$ cat src/rtl/mem_access_pkg.sv
// Shared types and helpers for the parity-protected byte memory initiator.
// Used by the RTL, the memory model and the scoreboard.
package mem_access_pkg;

   localparam int ADDR_W_DEF = 16;
   localparam int DATA_W_DEF = 8;
   localparam int LEN_W_DEF  = 8;
   localparam int ERR_W_DEF  = 16;

   typedef enum logic [2:0] {
      IDLE,
      WRITE,
      RD_REQ,
      RD_WAIT,
      RESP
   } state_t;

   // Even parity: the stored parity bit makes the 9-bit word XOR to zero.
   function automatic logic even_parity(input logic [DATA_W_DEF-1:0] b);
      return ^b;
   endfunction

endpackage

$ cat src/rtl/mem_parity_chk.sv
// Splits a {parity, data} memory word and flags an even-parity mismatch.
module mem_parity_chk #(
   parameter int DATA_W = 8
) (
   input  logic [DATA_W:0]   word,
   output logic [DATA_W-1:0] data,
   output logic              perr
);

   assign data = word[DATA_W-1:0];
   assign perr = word[DATA_W] != (^word[DATA_W-1:0]);

endmodule

$ cat src/rtl/mem_access_ctrl.sv
// Host-side initiator: single-byte writes and burst reads to the parity memory,
// with per-beat parity checking and a saturating parity-error counter.
module mem_access_ctrl
   import mem_access_pkg::*;
#(
   parameter int ADDR_W = ADDR_W_DEF,
   parameter int DATA_W = DATA_W_DEF,
   parameter int LEN_W  = LEN_W_DEF,
   parameter int ERR_W  = ERR_W_DEF
) (
   input  logic              clk,
   input  logic              rst_n,
   input  logic              cmd_valid,
   output logic              cmd_ready,
   input  logic              cmd_write,
   input  logic [ADDR_W-1:0] cmd_addr,
   input  logic [DATA_W-1:0] cmd_wdata,
   input  logic [LEN_W-1:0]  cmd_len,
   output logic              rsp_valid,
   input  logic              rsp_ready,
   output logic [DATA_W-1:0] rsp_data,
   output logic [ADDR_W-1:0] rsp_addr,
   output logic              rsp_perr,
   output logic              rsp_last,
   output logic              mem_write,
   output logic              mem_read,
   output logic [ADDR_W-1:0] mem_addr,
   output logic [DATA_W-1:0] mem_wdata,
   input  logic [DATA_W:0]   mem_rdata,
   output logic              busy,
   output logic [ERR_W-1:0]  err_count
);

   state_t            state;
   logic [ADDR_W-1:0] addr;
   logic [LEN_W-1:0]  remaining;
   logic [DATA_W-1:0] chk_data;
   logic              chk_perr;

   mem_parity_chk #(.DATA_W(DATA_W)) u_parity_chk (
      .word (mem_rdata),
      .data (chk_data),
      .perr (chk_perr)
   );

   // NOTE: every output is a flop, so the async reset clears them immediately;
   // state uses non-blocking assignments so all registers see pre-edge values.
   always_ff @(posedge clk or negedge rst_n) begin
      if (!rst_n) begin
         state     <= IDLE;
         cmd_ready <= 1'b1;
         busy      <= 1'b0;
         addr      <= '0;
         remaining <= '0;
         mem_write <= 1'b0;
         mem_read  <= 1'b0;
         mem_addr  <= '0;
         mem_wdata <= '0;
         rsp_valid <= 1'b0;
         rsp_data  <= '0;
         rsp_addr  <= '0;
         rsp_perr  <= 1'b0;
         rsp_last  <= 1'b0;
         err_count <= '0;
      end else begin
         case (state)
            IDLE: begin
               if (cmd_valid) begin
                  addr      <= cmd_addr;
                  remaining <= cmd_len;
                  mem_addr  <= cmd_addr;
                  cmd_ready <= 1'b0;
                  busy      <= 1'b1;
                  if (cmd_write) begin
                     mem_write <= 1'b1;
                     mem_wdata <= cmd_wdata;
                     state     <= WRITE;
                  end else begin
                     mem_read <= 1'b1;
                     state    <= RD_REQ;
                  end
               end
            end
            WRITE: begin
               mem_write <= 1'b0;
               cmd_ready <= 1'b1;
               busy      <= 1'b0;
               state     <= IDLE;
            end
            RD_REQ: begin
               mem_read <= 1'b0;
               state    <= RD_WAIT;
            end
            // The memory presented this beat's word on the previous edge.
            RD_WAIT: begin
               rsp_data  <= chk_data;
               rsp_perr  <= chk_perr;
               rsp_addr  <= addr;
               rsp_last  <= (remaining == '0);
               rsp_valid <= 1'b1;
               state     <= RESP;
            end
            RESP: begin
               if (rsp_ready) begin
                  rsp_valid <= 1'b0;
                  if (rsp_perr && (err_count != '1))
                     err_count <= err_count + ERR_W'(1);
                  if (rsp_last) begin
                     cmd_ready <= 1'b1;
                     busy      <= 1'b0;
                     state     <= IDLE;
                  end else begin
                     addr      <= addr + ADDR_W'(1);
                     mem_addr  <= addr + ADDR_W'(1);
                     mem_read  <= 1'b1;
                     remaining <= remaining - LEN_W'(1);
                     state     <= RD_REQ;
                  end
               end
            end
            default: begin
               mem_write <= 1'b0;
               mem_read  <= 1'b0;
               rsp_valid <= 1'b0;
               cmd_ready <= 1'b1;
               busy      <= 1'b0;
               state     <= IDLE;
            end
         endcase
      end
   end

endmodule

$ cat config.mk
export PLATFORM = sky130hd
export DESIGN_NAME = mem_access_ctrl
export DESIGN_NICKNAME = d
export VERILOG_FILES = /design/src/rtl/mem_access_pkg.sv /design/src/rtl/mem_parity_chk.sv /design/src/rtl/mem_access_ctrl.sv
export SDC_FILE = /design/constraint.sdc
export NUM_CORES = 1
export LEC_CHECK = 0
export BUFFER_PORTS_ARGS = -buffer_cell sky130_fd_sc_hd__buf_2
export CAP_MARGIN = 20
export CELL_PAD_IN_SITES_DETAIL_PLACEMENT = 0
export CELL_PAD_IN_SITES_GLOBAL_PLACEMENT = 1
export CORE_MARGIN = 10
export CORE_UTILIZATION = 40
export CTS_CLUSTER_DIAMETER = 30
export CTS_CLUSTER_SIZE = 10
export DETAILED_ROUTE_END_ITERATION = 16
export GPL_ROUTABILITY_DRIVEN = 0
export PLACE_DENSITY = 0.9
export RECOVER_POWER = 25
export SYNTH_ARGS = -nofsm -noshare
export SYNTH_HDL_FRONTEND = slang
export SYNTH_SLANG_ARGS = --single-unit
$ cat constraint.sdc
create_clock -name clk -period 4.9 [get_ports clk]
set_input_delay 0.98 -clock clk [delete_from_list [all_inputs] [get_ports clk]]
set_output_delay 0.98 -clock clk [all_outputs]
set_load 0.01 [all_outputs]
## Word level (Yosys, flattened, before mapping)

Index checks and enable logic that the tools add are counted.
W data, S select, Z words.

- Output and inout bits: 71
- Input port bits: 46
- Bits in registers: 82
- Logic and storage cells: 81

- Bitwise operators: 4
- Reduce and logical (&&, ||, !) cells: 17
- Muxes and demuxes: 31
- Add/subtract/negate cells: 3
- Equal/unequal tests: 12

Operator list:

| cell | number |
|---|---|
| $mux W16 | 3 |
| $add A16 B1 Y16 const B | 2 |
| $pmux W16 S2 | 1 |
| $mux W8 | 3 |
| $ne A16 B16 Y1 const B | 1 |
| $pmux W8 S2 | 1 |
| $mux W1 | 13 |
| $ne A2 B2 Y1 const B | 6 |
| $pmux W1 S3 | 4 |
| $pmux W3 S4 | 1 |
| $reduce_and A3 Y1 | 3 |
| $logic_not A8 Y1 | 1 |
| $reduce_and A4 Y1 | 2 |
| $reduce_xor A8 Y1 | 1 |
| $sub A8 B1 Y8 const B | 1 |
| $eq A3 B2 Y1 const B | 2 |
| $mux W3 | 2 |
| $reduce_or A3 Y1 | 2 |
| $reduce_and A5 Y1 | 1 |
| $mux W2 | 2 |
| $not A1 Y1 | 4 |
| $reduce_and A2 Y1 | 2 |
| $reduce_or A2 Y1 | 2 |
| $eq A3 B1 Y1 const B | 1 |
| 6 further kinds | 6 |

## Longest topological paths before layout

Gate-level depths: netlist (run 1).

- Depth after elaboration: 4
- Mapped depth: 7
- Gate-level depth less buffers: 6

## Cells and area by module

From an unflattened synthesis (run 1), not the netlist that was laid out.

- Cell total of the unflattened synthesis: 392
- Area, all modules: 4,121.5 sq um

Modules (own cells, without submodules):

| module | sequential area each (sq um) | area an instance (sq um) | times used | cells an instance |
|---|---|---|---|---|
| mem_access_ctrl | 2,053.2 | 3,978.8 | 1 | 377 |
| mem_parity_chk | 0.0 | 142.6 | 1 | 15 |

## Worst setup path before layout (run 1)

Ideal clock, no wire load.

- Path type: input to register
- Start: in rsp_ready
- End: reg err_count[15]
- Stages on the path: 5
- Arrival time: 2.161 ns
- Buffers on the path: 1
- Data required time: 4.772 ns
- Library setup time: 0.128 ns
- Path slack: 2.611 ns
- Cells stage by stage: nand3_1 -> or4b_1 -> buf_2 -> nor3_1 -> mux2_1

- Word-level cells in the longest chain between the ends: 1

RTL lines:

| what | line | text |
|---|---|---|
| start, declared | mem_access_ctrl.sv:20 | `input logic rsp_ready,` |
| $reduce_and A3 Y1 (no line) | -- |  |
| end signal, assigned | mem_access_ctrl.sv:107 | `err_count <= err_count + ERR_W'(1);` |
| end, declared | mem_access_ctrl.sv:31 | `output logic [ERR_W-1:0] err_count` |

Every way passes these cells.
A chain may end at the register's enable or synchronous reset.

## Worst setup path after layout (run 1)

- Start: in cmd_valid
- End: reg addr[15]

- Word-level cells in the longest chain between the ends: 2

RTL lines:

| what | line | text |
|---|---|---|
| start, declared | mem_access_ctrl.sv:13 | `input logic cmd_valid,` |
| $ne A2 B2 Y1 (no line) | -- |  |
| $reduce_and A4 Y1 (no line) | -- |  |
| end signal, assigned | mem_access_ctrl.sv:69 | `addr <= cmd_addr;` |
| end signal, assigned | mem_access_ctrl.sv:113 | `addr <= addr + ADDR_W'(1);` |
| end, declared | mem_access_ctrl.sv:35 | `logic [ADDR_W-1:0] addr;` |

Every way passes these cells.

==> results of run 1 <==
[layer usage]
| metal | vias up | part of all wire (%) | GRT usage [%] |
|---|---|---|---|
| met5 | - | 0 | 0 |
| met2 | 125 | 45 | 22.06 |
| li1 | 1656 | - | - |
| met1 | 1631 | 45 | 18.45 |
| met4 | 0 | 1.0 | 3.922 |
| met3 | 10 | 9.5 | 6.003 |
[cell usage after synthesis, drive strengths merged, types with 2 or more instances]
library cell and n:
inv 15, nor2 15, nor2b 5, and3 4
nor4 5, nand3 11, xor2 13, nor4b 2
buf 4, nand4 7, o22ai 3, a21oi 35
or3b 2, o31ai 3, a211oi 7, o32ai 4
nor3b 3, dfrtp 81, nor3 15, mux2 28
clkbuf 16, or3 2, a2bb2oi 3, a31oi 2
a22oi 4, and2 5, o21ai 41, xnor2 5
nand2 26, ha 4, o2bb2ai 5
[logic make-up after synthesis]
family	Yosys count	share of synthesized area, %
XOR/XNOR	19	4.466
adder cells (fa/ha/maj)	4	1.241
AO/OA/AOI/OAI	114	17.15
multiplexers	29	8.064
AND/OR/NAND/NOR	108	14.64
flip-flops	82	50.90
buffers and inverters	35	3.536
[cell type report]
cell class | instances | share of cell area (%)
clock buffer | 10 | 2.789
clock inverter | 6 | 0.9635
inverter | 15 | 1.141
multi-input combinational | 274 | 37.25
sequential | 82 | 41.61
tap | 133 | 3.372
timing repair buffer | 121 | 12.88
[flip-flops by register name, summed over array words and instances, names as in the netlist]
name and cells:
mem_write 1, rsp_addr 16, cmd_ready 1, addr 16, remaining 8, rsp_data 8, rsp_valid 1, rsp_last 1
rsp_perr 1, err_count 16, state 3, busy 1, mem_read 1, mem_wdata 8
[power breakdown]
group	internal [mW]	switching (mW)	total, mW	leakage (nW)
Combinational	0.486	0.615	1.10	1.21
Sequential	0.951	0.270	1.22	0.992
Clock	0.204	0.264	0.468	0.0937
Total	1.64	1.15	2.79	2.29
[metrics by stage]
| stage | std cells | utilization (%) | hold WS [ns] | setup WS, ns |
|---|---|---|---|---|
| finish | 641 | 50.25 | 0.4840 | 2.466 |
| CTS | 640 | 50.03 | 0.4933 | 2.555 |
| detailed placement | 624 | 48.14 | 0.4698 | 2.192 |
| global route | 641 | 50.25 | 0.5275 | 2.301 |
| floorplan | 391 | - | 0.4644 | 2.611 |
| global placement | 624 | 48.14 | 0.4652 | 2.224 |
[tightest hold or removal path, delay by kind of cell (launching register included)]
kind,cells,cell delay (ns)
flops,1,0.35
compound gates,1,0.06
simple gates,1,0.05
[worst min-delay path by stage]
stage | to | from | slack [ns]
3_3_place_gp | rsp_addr[15] | rsp_addr[15] | 0.47
5_1_grt | err_count[5] | err_count[5] | 0.53
3_5_place_dp | rsp_addr[15] | rsp_addr[15] | 0.47
4_1_cts | rsp_addr[15] | rsp_addr[15] | 0.49
6_report | rsp_addr[15] | rsp_addr[15] | 0.48
2_1_floorplan | remaining[0] | remaining[0] | 0.46
==> impl_results.md, run 1 <==
- Gate Count Post-Synth: 391
- Clock sink count: 82
- Final Max Slew Viols: 0
- Design area: 4935 µm²
- Starting Density: between 40% and 50%
- Max Buffers Root-to-Sink: 2
- Leading area contributor after synthesis: dfrtp_1
- Setup crit end: addr[15]
- Synth Register Bits: 82
- Full die area: 14,500 µm²
- Max-cap viol count: 1
- Area contributors post-synth: dfrtp_1 (50%), mux2_2 (7.5%), o21ai_0 (5.1%)
- Crit share post-route: 49.68%
- DR vias/cell: 5.339
- Placed Area: 4727 µm²
- FP Rows: 36
- Cell chain of the critical path: clkbuf_1 > nor2b_1 > o21a_1 > o21ai_0 > a22oi_1
- Seq/Total Area, Yosys: 50.90%
- Area occupied by multi-input gates: around 1800 µm²
- Hold_buf cts: 0
- Wirelength per Cell: 16.74 µm
- Pleak: 2.294 nW
- Startpoint Class: primary input
- DR pass1 iterations: 4
- F_max: 0.4108 GHz
- Nets: around 550
- Worst hold path type: reg2reg
- Crit Path Category: in2reg
- GRT Util Overall: 14.45%
- Core area: between 9000 and 10,000 µm²
- Fillers: around 1,000
- Post-synth EDFFs: 0
- Worst-path clk slew: approximately 0.1 ns
- Mapped Nets: 441
- Hold path depth: 2
- Ys async rst share: 100.0%
- Slew @ Worst Pin: 1.496 ns
- Routed Antenna Nets: 0
- DP Wirelength: around 8000 µm
- Cell Area, Synth: 4034 µm²
- Post-Syn Area per Cell: 10.32 µm²
- Worst path slowest cell: o21a_1
- Clock latency on the worst-skew pair: 0.35 ns
- PortBufs: 116
- Post-synth top flop: dfrtp_1
- WL final: roughly 11,000 µm
- DR DRC count: 0
- Syn-to-layout area delta: 22.33%
- Syn. warnings: 0
- Crit path buf inv count: 1
- Worst path depth: 5
- H-tree depth: 3
- Die height: 120.4 µm
- Routed vias: 3,422
- Fin. Hold Viols: 0
- Largest net degree at the start of global routing: 83
- RR Startpoint: state[2]
- Width of the die: 120.4 µm
- Crit. End Element: register
- N_diodes: 0
- Largest stage delay, worst path: about 0.8 ns
- Critical Path Source: cmd_valid
- Share of layout cells above drive strength 1: between 30% and 40%
- Final setup vio count: 0
- Worst Path Required: between 5 and 6 ns
- Unrepaired setup endpoints after global routing: false
- Synth top area share: between 50% and 60%
- Yosys cell types: 56
- CTS root buf: clkbuf_8
- Remaining Overflow, GRT: 0
- Violated checks: capacitance limit
- Crit path time final: 2.434 ns
- Reg2Reg Depth: 4
- I/O pins: 117
- TritonCTS clock tree: built
- Status: finished, violations left
- Number of antenna violations at the first check in global routing: 0
- Crit-path max FO: 28
- Pwr dens: 565.4 nW/µm²
- DR iter-0 viols: 225
- Family with the most delay on the worst path: compound AO/OA/AOI/OAI gates
- First-pass GRT wire length: 17,420 µm
- Power, Total: ~2.8 mW
- Crit Reg-Reg Endpoint: addr[15]
- Post-cts resize count: 0
- Vias in the first global route: 3,441
- Skew final: 0.01463 ns
- Clock buffer count from CTS: 9
- Commonest non-fill, non-tap cells in the layout: buf_2 (114), dfrtp_1 (81), o21ai_0 (40)
- Leading cell type in the layout, fill and taps excluded: buf_2
- Seq. cell area: 2053 µm²
- # Post-CTS Setup Buffers: 0
- Peak VDD IR: 0.0002869 V
- Relative slew slack: 0.2632%
- WP data arrival: 2.69 ns
- Setup_tns: 0 ns
- R2R Setup Slk: 2.66 ns
Note: power is estimated with default switching activity, not from simulation.
==> inputs of run 2 (changes only) <==
- CORE_UTILIZATION: 40 -> 36
- PLACE_DENSITY: 0.9 -> 0.86
- clock period: 4.9 -> 2.05 ns (I/O delays scaled with it)
==> run 2 against run 1 <==
  * The run now ends clean
  * Register-to-register slack lost 2.5 ns
  * Utilization shrank 3.8 points
  * Flip-flop and latch count is the same
  * Critical path type is now reg2reg
  * Highest routed layer unchanged
==> impl_results.md, run 2 (same netlist as run 1, synthesis figures left out) <==
- Crit share post-route: roughly nine tenths
- Largest stage delay, worst path: 0.56 ns (-0.24 ns)
- Vias in the first global route: 3,542 (+2.9%)
- Remaining Overflow, GRT: 0 (unchanged)
- Die height: 125.9 µm (+4.5%)
- Switching share of total power: 40.04% (-1.2 points)
- Crit path buf inv count: 1 (unchanged)
- N_diodes: 0 (unchanged)
- PortBufs: 116 (unchanged)
- Pleak: 2.359 nW (+2.8%)
- GRT Util Overall: 13.83% (-0.62 points)
- Final cell count without fillers: 662 (+3.3%)
- Largest net degree at the start of global routing: 46 (-45%)
- Crit. End Element: register
- H-tree depth: 3 (unchanged)
- Number of antenna violations at the first check in global routing: 1 (+1)
- TritonCTS clock tree: built
- Seq pwr share: 41.4% (-2.4 points)
- Max Buffers Root-to-Sink: 2 (unchanged)
- Clock buffer count from CTS: 9 (unchanged)
- Core area: 10,890 µm² (+11%)
- Leading cell type in the layout, fill and taps excluded: buf_2
- Nets: 567 (+2.5%)
- Critical Path Source: state[0]
- Hold path depth: 2 (unchanged)
- Post-cts resize count: 0 (unchanged)
- Crit-path max FO: 5 (-82%)
- Comb power frac: 42.1% (+2.6 points)
- Width of the die: 125.9 µm (+4.5%)
- Skew final: 0.004665 ns (-0.009962 ns)
- Final Max Slew Viols: 0 (unchanged)
- DP Wirelength: 8528 µm (+9.1%)
- Clock power frac: 16.6% (-0.2 points)
- Power, Total: 6.837 mW (+150%)
- Placed Area: 4866 µm² (+2.9%)
- RR Startpoint: state[0]
- DR iter-0 viols: 256 (+14%)
- Slew @ Worst Pin: 0.8183 ns (-0.6777 ns)
- CTS root buf: clkbuf_8
- Fillers: 1,023 (+5.1%)
- Min-delay src: cmd_wdata[0]
- FP Rows: 38 (+5.6%)
- Biggest regs: addr x16, err_count x16, rsp_addr x16
- Startpoint Class: register
- Syn-to-layout area delta: 25.34%
- Cell chain of the critical path: or2_0 > or4b_1 > buf_4 > nor3_1 > xor2_1
- I/O pins: 117 (unchanged)
- F_max: about 0.53 GHz
- Crit path time final: 1.875 ns
- R2R Setup Slk: 0.17 ns (-2.49 ns)
- Final WS setup: 0.1749 ns (-2.291 ns)
- Full die area: 15,840 µm² (+9.2%)
- Internal: 4.099 mW (+150%)
- DR DRC count: 0 (unchanged)
- Status: finished clean
- Reg2Reg Depth: 5 (+1)
- Pwr dens: 1352 nW/µm² (+140%)
- Clock sink count: 82 (unchanged)
- Post-Place Worst Slack: 0.1664 ns (-2.025 ns)
- Starting Density: 37.05% (-4.0 points)
- Design area: 5056 µm² (+2.5%)
- Psw: 2.737 mW (+140%)
- Final hold slack: 0.2964 ns (-0.1876 ns)
- Crit Reg-Reg Endpoint: err_count[13]
- Family with the most delay on the worst path: simple AND/OR/NAND/NOR gates
- Relative slew slack: 45.45% (+45 points)
- Routed Antenna Nets: 0 (unchanged)
- Max-cap viol count: 0 (-1)
- Hold path endpoint: mem_wdata[0]
- DR pass1 iterations: 5 (+1)
- Share of layout cells above drive strength 1: 35.25% (+1.4 points)
- WP data arrival: 2.14 ns (-0.55 ns)
- Setup_tns: 0 ns (unchanged)
- DR vias/cell: 5.210 (-2.4%)
- First-pass GRT wire length: 18,310 µm (+5.1%)
- Crit Path Category: reg2reg
- Worst-path clk slew: 0.08 ns (-0.02 ns)
- Commonest non-fill, non-tap cells in the layout: buf_2 (115), dfrtp_1 (81), o21ai_0 (40)
- Worst Path Required: 2.32 ns (-2.84 ns)
- Peak VDD IR: 0.0005854 V (+100%)
- Clock latency on the worst-skew pair: 0.34 ns (about the same)
- Inst Count DP: 645 (+3.4%)
- Fin. Hold Viols: 0 (unchanged)
- Worst path slowest cell: or4b_1
- Unrepaired setup endpoints after global routing: false
- Wirelength per Cell: 16.93 µm (+1.1%)
- Final setup vio count: 0 (unchanged)
- WL final: 11,210 µm (+4.4%)
- Post-layout util: 46.44% (-3.8 points)
- Worst hold path type: in2reg
- Routed vias: 3,449 (+0.79%)
[run 2: changes by cell type in the layout (fill, tap and decap cells not counted), sizes merged]
cell         delta
buf            +13
inv             -3
bufinv          +1
clkbuf          +1
clkinvlp        +1
dlygate4sd3     +1
[run 2: cell type report]
cell class	instances	area, µm²	area share [%]
clock buffer	11	131.4	2.598
timing repair buffer	135	747.0	14.77
inverter	15	56.30	1.114
sequential	82	2053	40.61
clock inverter	5	55.05	1.089
tap	140	175.2	3.464
multi-input combinational	274	1838	36.35
[run 2: worst max path at each step]
stage / end / cells after the start
2_1_floorplan: err_count[15] / 6
3_3_place_gp: err_count[15] / 5
3_5_place_dp: err_count[15] / 5
4_1_cts: err_count[15] / 4
5_1_grt: err_count[13] / 5
6_report: err_count[13] / 5
[run 2: timing repair]
action	in CTS	in global routing
endpoints found under the hold margin	9	0
buffers inserted	0	0
hold buffers	1	0
[run 2: power by group through the flow]
stage          Combinational, mW  Sequential, mW  Clock, mW
2_1_floorplan               1.45            3.03          0
3_3_place_gp                2.83            2.81          0
4_1_cts                     2.92            2.84       1.18
6_report                    2.88            2.83       1.13
3_5_place_dp                2.91            2.86          0
5_1_grt                     3.21            2.94       1.24
[run 2: routing by layer]
metal  share of wire, %  vias to the layer above  GRT usage, %
met4               0.96                        0         3.215
met5                  0                        -             0
li1                   -                     1668             -
met1                 45                     1650         17.66
met3                7.9                       10         5.327
met2                 46                      121         21.67
==> inputs of run 3 (changes only) <==
- CORE_UTILIZATION: 36 -> 30
- PLACE_DENSITY: 0.86 -> 0.72
- clock period: 2.05 -> 2.1 ns (I/O delays scaled with it)
==> run 3 against run 2 <==
  * Global-route usage decreased by 1.0 points
  * Die area increased by 17%
  * Flip-flop and latch count unchanged
  * Design area increased by 2.6%
  * Utilization decreased by 7.1 points
  * Critical path depth unchanged
  * Clock-buffer cell count increased by 3
  * Maximum frequency decreased by 4.0%
  * Power increased by 3.3%
  * Combinational power decreased by 3%
  * Sequential share of layout area decreased by 1.0 points
  * Critical path type unchanged
  * Critical endpoint is now err_count[9]
==> impl_results.md, run 3 (same netlist as run 1, synthesis figures left out) <==
- Status: finished clean
- Final Max Slew Viols: 0 (unchanged)
- Reg2Reg Depth: 5 (unchanged)
- Post-layout util: 39.35% (-7.1 points)
- Crit-path max FO: 5 (unchanged)
- Design area: 5190 µm² (+2.6%)
- Routed Antenna Nets: 0 (unchanged)
- Syn-to-layout area delta: 28.66%
- DR DRC count: 0 (unchanged)
- Worst hold path type: in2async
- Max-cap viol count: 0 (unchanged)
- R2R Setup Slk: 0.15 ns (-0.03 ns)
- Largest net degree at the start of global routing: 46 (unchanged)
- Post-cts resize count: 0 (unchanged)
- Worst-path clk slew: 0.06 ns (-0.02 ns)
- Skew final: 0.005381 ns (+0.0007163 ns)
- Crit Path Category: reg2reg
- Power, Total: 7.062 mW (+3.3%)
- Fillers: 1,315 (+29%)
- CTS root buf: clkbuf_16
- H-tree depth: 3 (unchanged)
- Remaining Overflow, GRT: 0 (unchanged)
- TritonCTS clock tree: built
- Crit. End Element: register
- Clock buffer count from CTS: 9 (unchanged)
- Hold_buf cts: 0 (-1)
- PortBufs: 116 (unchanged)
- Number of antenna violations at the first check in global routing: 0 (-1)
- I/O pins: 117 (unchanged)
- Pleak: 2.408 nW (+2.1%)
- Pwr dens: 1361 nW/µm² (+0.63%)
- WL final: 11,620 µm (+3.7%)
- F_max: 0.5118 GHz (-4.0%)
- DP Wirelength: 8725 µm (+2.3%)
- GRT Util Overall: 12.80% (-1.0 points)
- # Post-CTS Setup Buffers: 0 (unchanged)
- Final setup vio count: 0 (unchanged)
- Post-Place Worst Slack: 0.1642 ns (-0.002265 ns)
- Final cell count without fillers: 699 (+5.6%)
- Inst Count DP: 683 (+5.9%)
- Peak VDD IR: 0.0004625 V (-21%)
- Vias in the first global route: 3,587 (+1.3%)
- Setup_tns: 0 ns (unchanged)
- DR vias/cell: 4.928 (-5.4%)
- Final hold slack: 0.3127 ns (+0.01626 ns)
- Crit path time final: 1.954 ns (+0.07873 ns)
- DR iter-0 viols: 174 (-32%)
- First-pass GRT wire length: 18,840 µm (+2.9%)
- Commonest non-fill, non-tap cells in the layout: buf_2 (115), dfrtp_1 (81), o21ai_0 (40)
- Clock latency on the worst-skew pair: 0.34 ns (about the same)
- Core area: 13,190 µm² (+21%)
- Slew @ Worst Pin: 1.203 ns (+0.3849 ns)
- Leading cell type in the layout, fill and taps excluded: buf_2
- Starting Density: 30.58% (-6.5 points)
- Startpoint Class: register
- Crit Reg-Reg Endpoint: err_count[9]
- WP data arrival: 2.21 ns (+0.07 ns)
- Crit share post-route: 93.04% (+1.6 points)
- Placed Area: 4920 µm² (+1.1%)
- Routed vias: 3,445 (-0.12%)
- FP Rows: 42 (+11%)
- Worst Path Required: 2.36 ns (+0.04 ns)
- N_diodes: 0 (unchanged)
- Relative slew slack: 19.78% (-26 points)
- Nets: 568 (+0.18%)
- Biggest regs: addr x16, err_count x16, rsp_addr x16
- Final WS setup: 0.1461 ns (-0.02873 ns)
- Fin. Hold Viols: 0 (unchanged)
- Width of the die: 136.0 µm (+8.0%)
- Max Buffers Root-to-Sink: 2 (unchanged)
- Wirelength per Cell: 16.63 µm (-1.8%)
- RR Startpoint: state[0]
- Clock sink count: 82 (unchanged)
- DR pass1 iterations: 4 (-1)
- Share of layout cells above drive strength 1: 35.18% (-0.067 points)
- Full die area: 18,480 µm² (+17%)
- Die height: 136.0 µm (+8.0%)
- Unrepaired setup endpoints after global routing: false
## run 3: cell types whose count changed in the layout (fill, tap and decap cells not counted), moves of 2 or more
| cell | change |
|---|---|
| clkbuf_16 | +9 |
| clkinvlp_4 | -2 |
| clkbuf_8 | -6 |
| clkbuf_1 | +2 |
## run 3: worst max path at each step
stage | slack, ns | endpoint | from
floorplan | 0.12 | err_count[15] | state[0]
global placement | 0.21 | err_count[15] | state[0]
detailed placement | 0.16 | err_count[9] | state[0]
CTS | 0.14 | err_count[9] | state[0]
global route | 0.05 | addr[9] | state[0]
finish | 0.15 | err_count[9] | state[0]
## run 3: worst max-delay path: stages (launching register included)
cell and delay (ns):
dfrtp_1 0.43, or2_1 0.30, or4b_1 0.55, buf_4 0.18, a211oi_2 0.23, xor2_1 0.18
## run 3: report_power, final
part	total [mW]	internal, mW	switching, mW
Combinational	2.78	1.22	1.55
Clock	1.51	0.895	0.612
Sequential	2.78	2.23	0.552
Total	7.06	4.35	2.72
## run 3: per-layer routing
metal	track usage (%)	up-vias	share of wire, %
met3	4.170	11	7.5
li1	-	1680	-
met1	15.63	1659	45
met4	5.030	0	1.1
met5	0	-	0
met2	20.49	95	47
## run 3: final cells by class
| type | count | area, µm² | share of cell area, % |
|---|---|---|---|
| sequential | 82 | 2053 | 39.56 |
| multi-input combinational | 274 | 1844 | 35.54 |
| timing repair buffer | 136 | 732.0 | 14.10 |
| clock buffer | 14 | 274.0 | 5.280 |
| tap | 176 | 220.2 | 4.243 |
| inverter | 15 | 56.30 | 1.085 |
| clock inverter | 2 | 10.01 | 0.1929 |
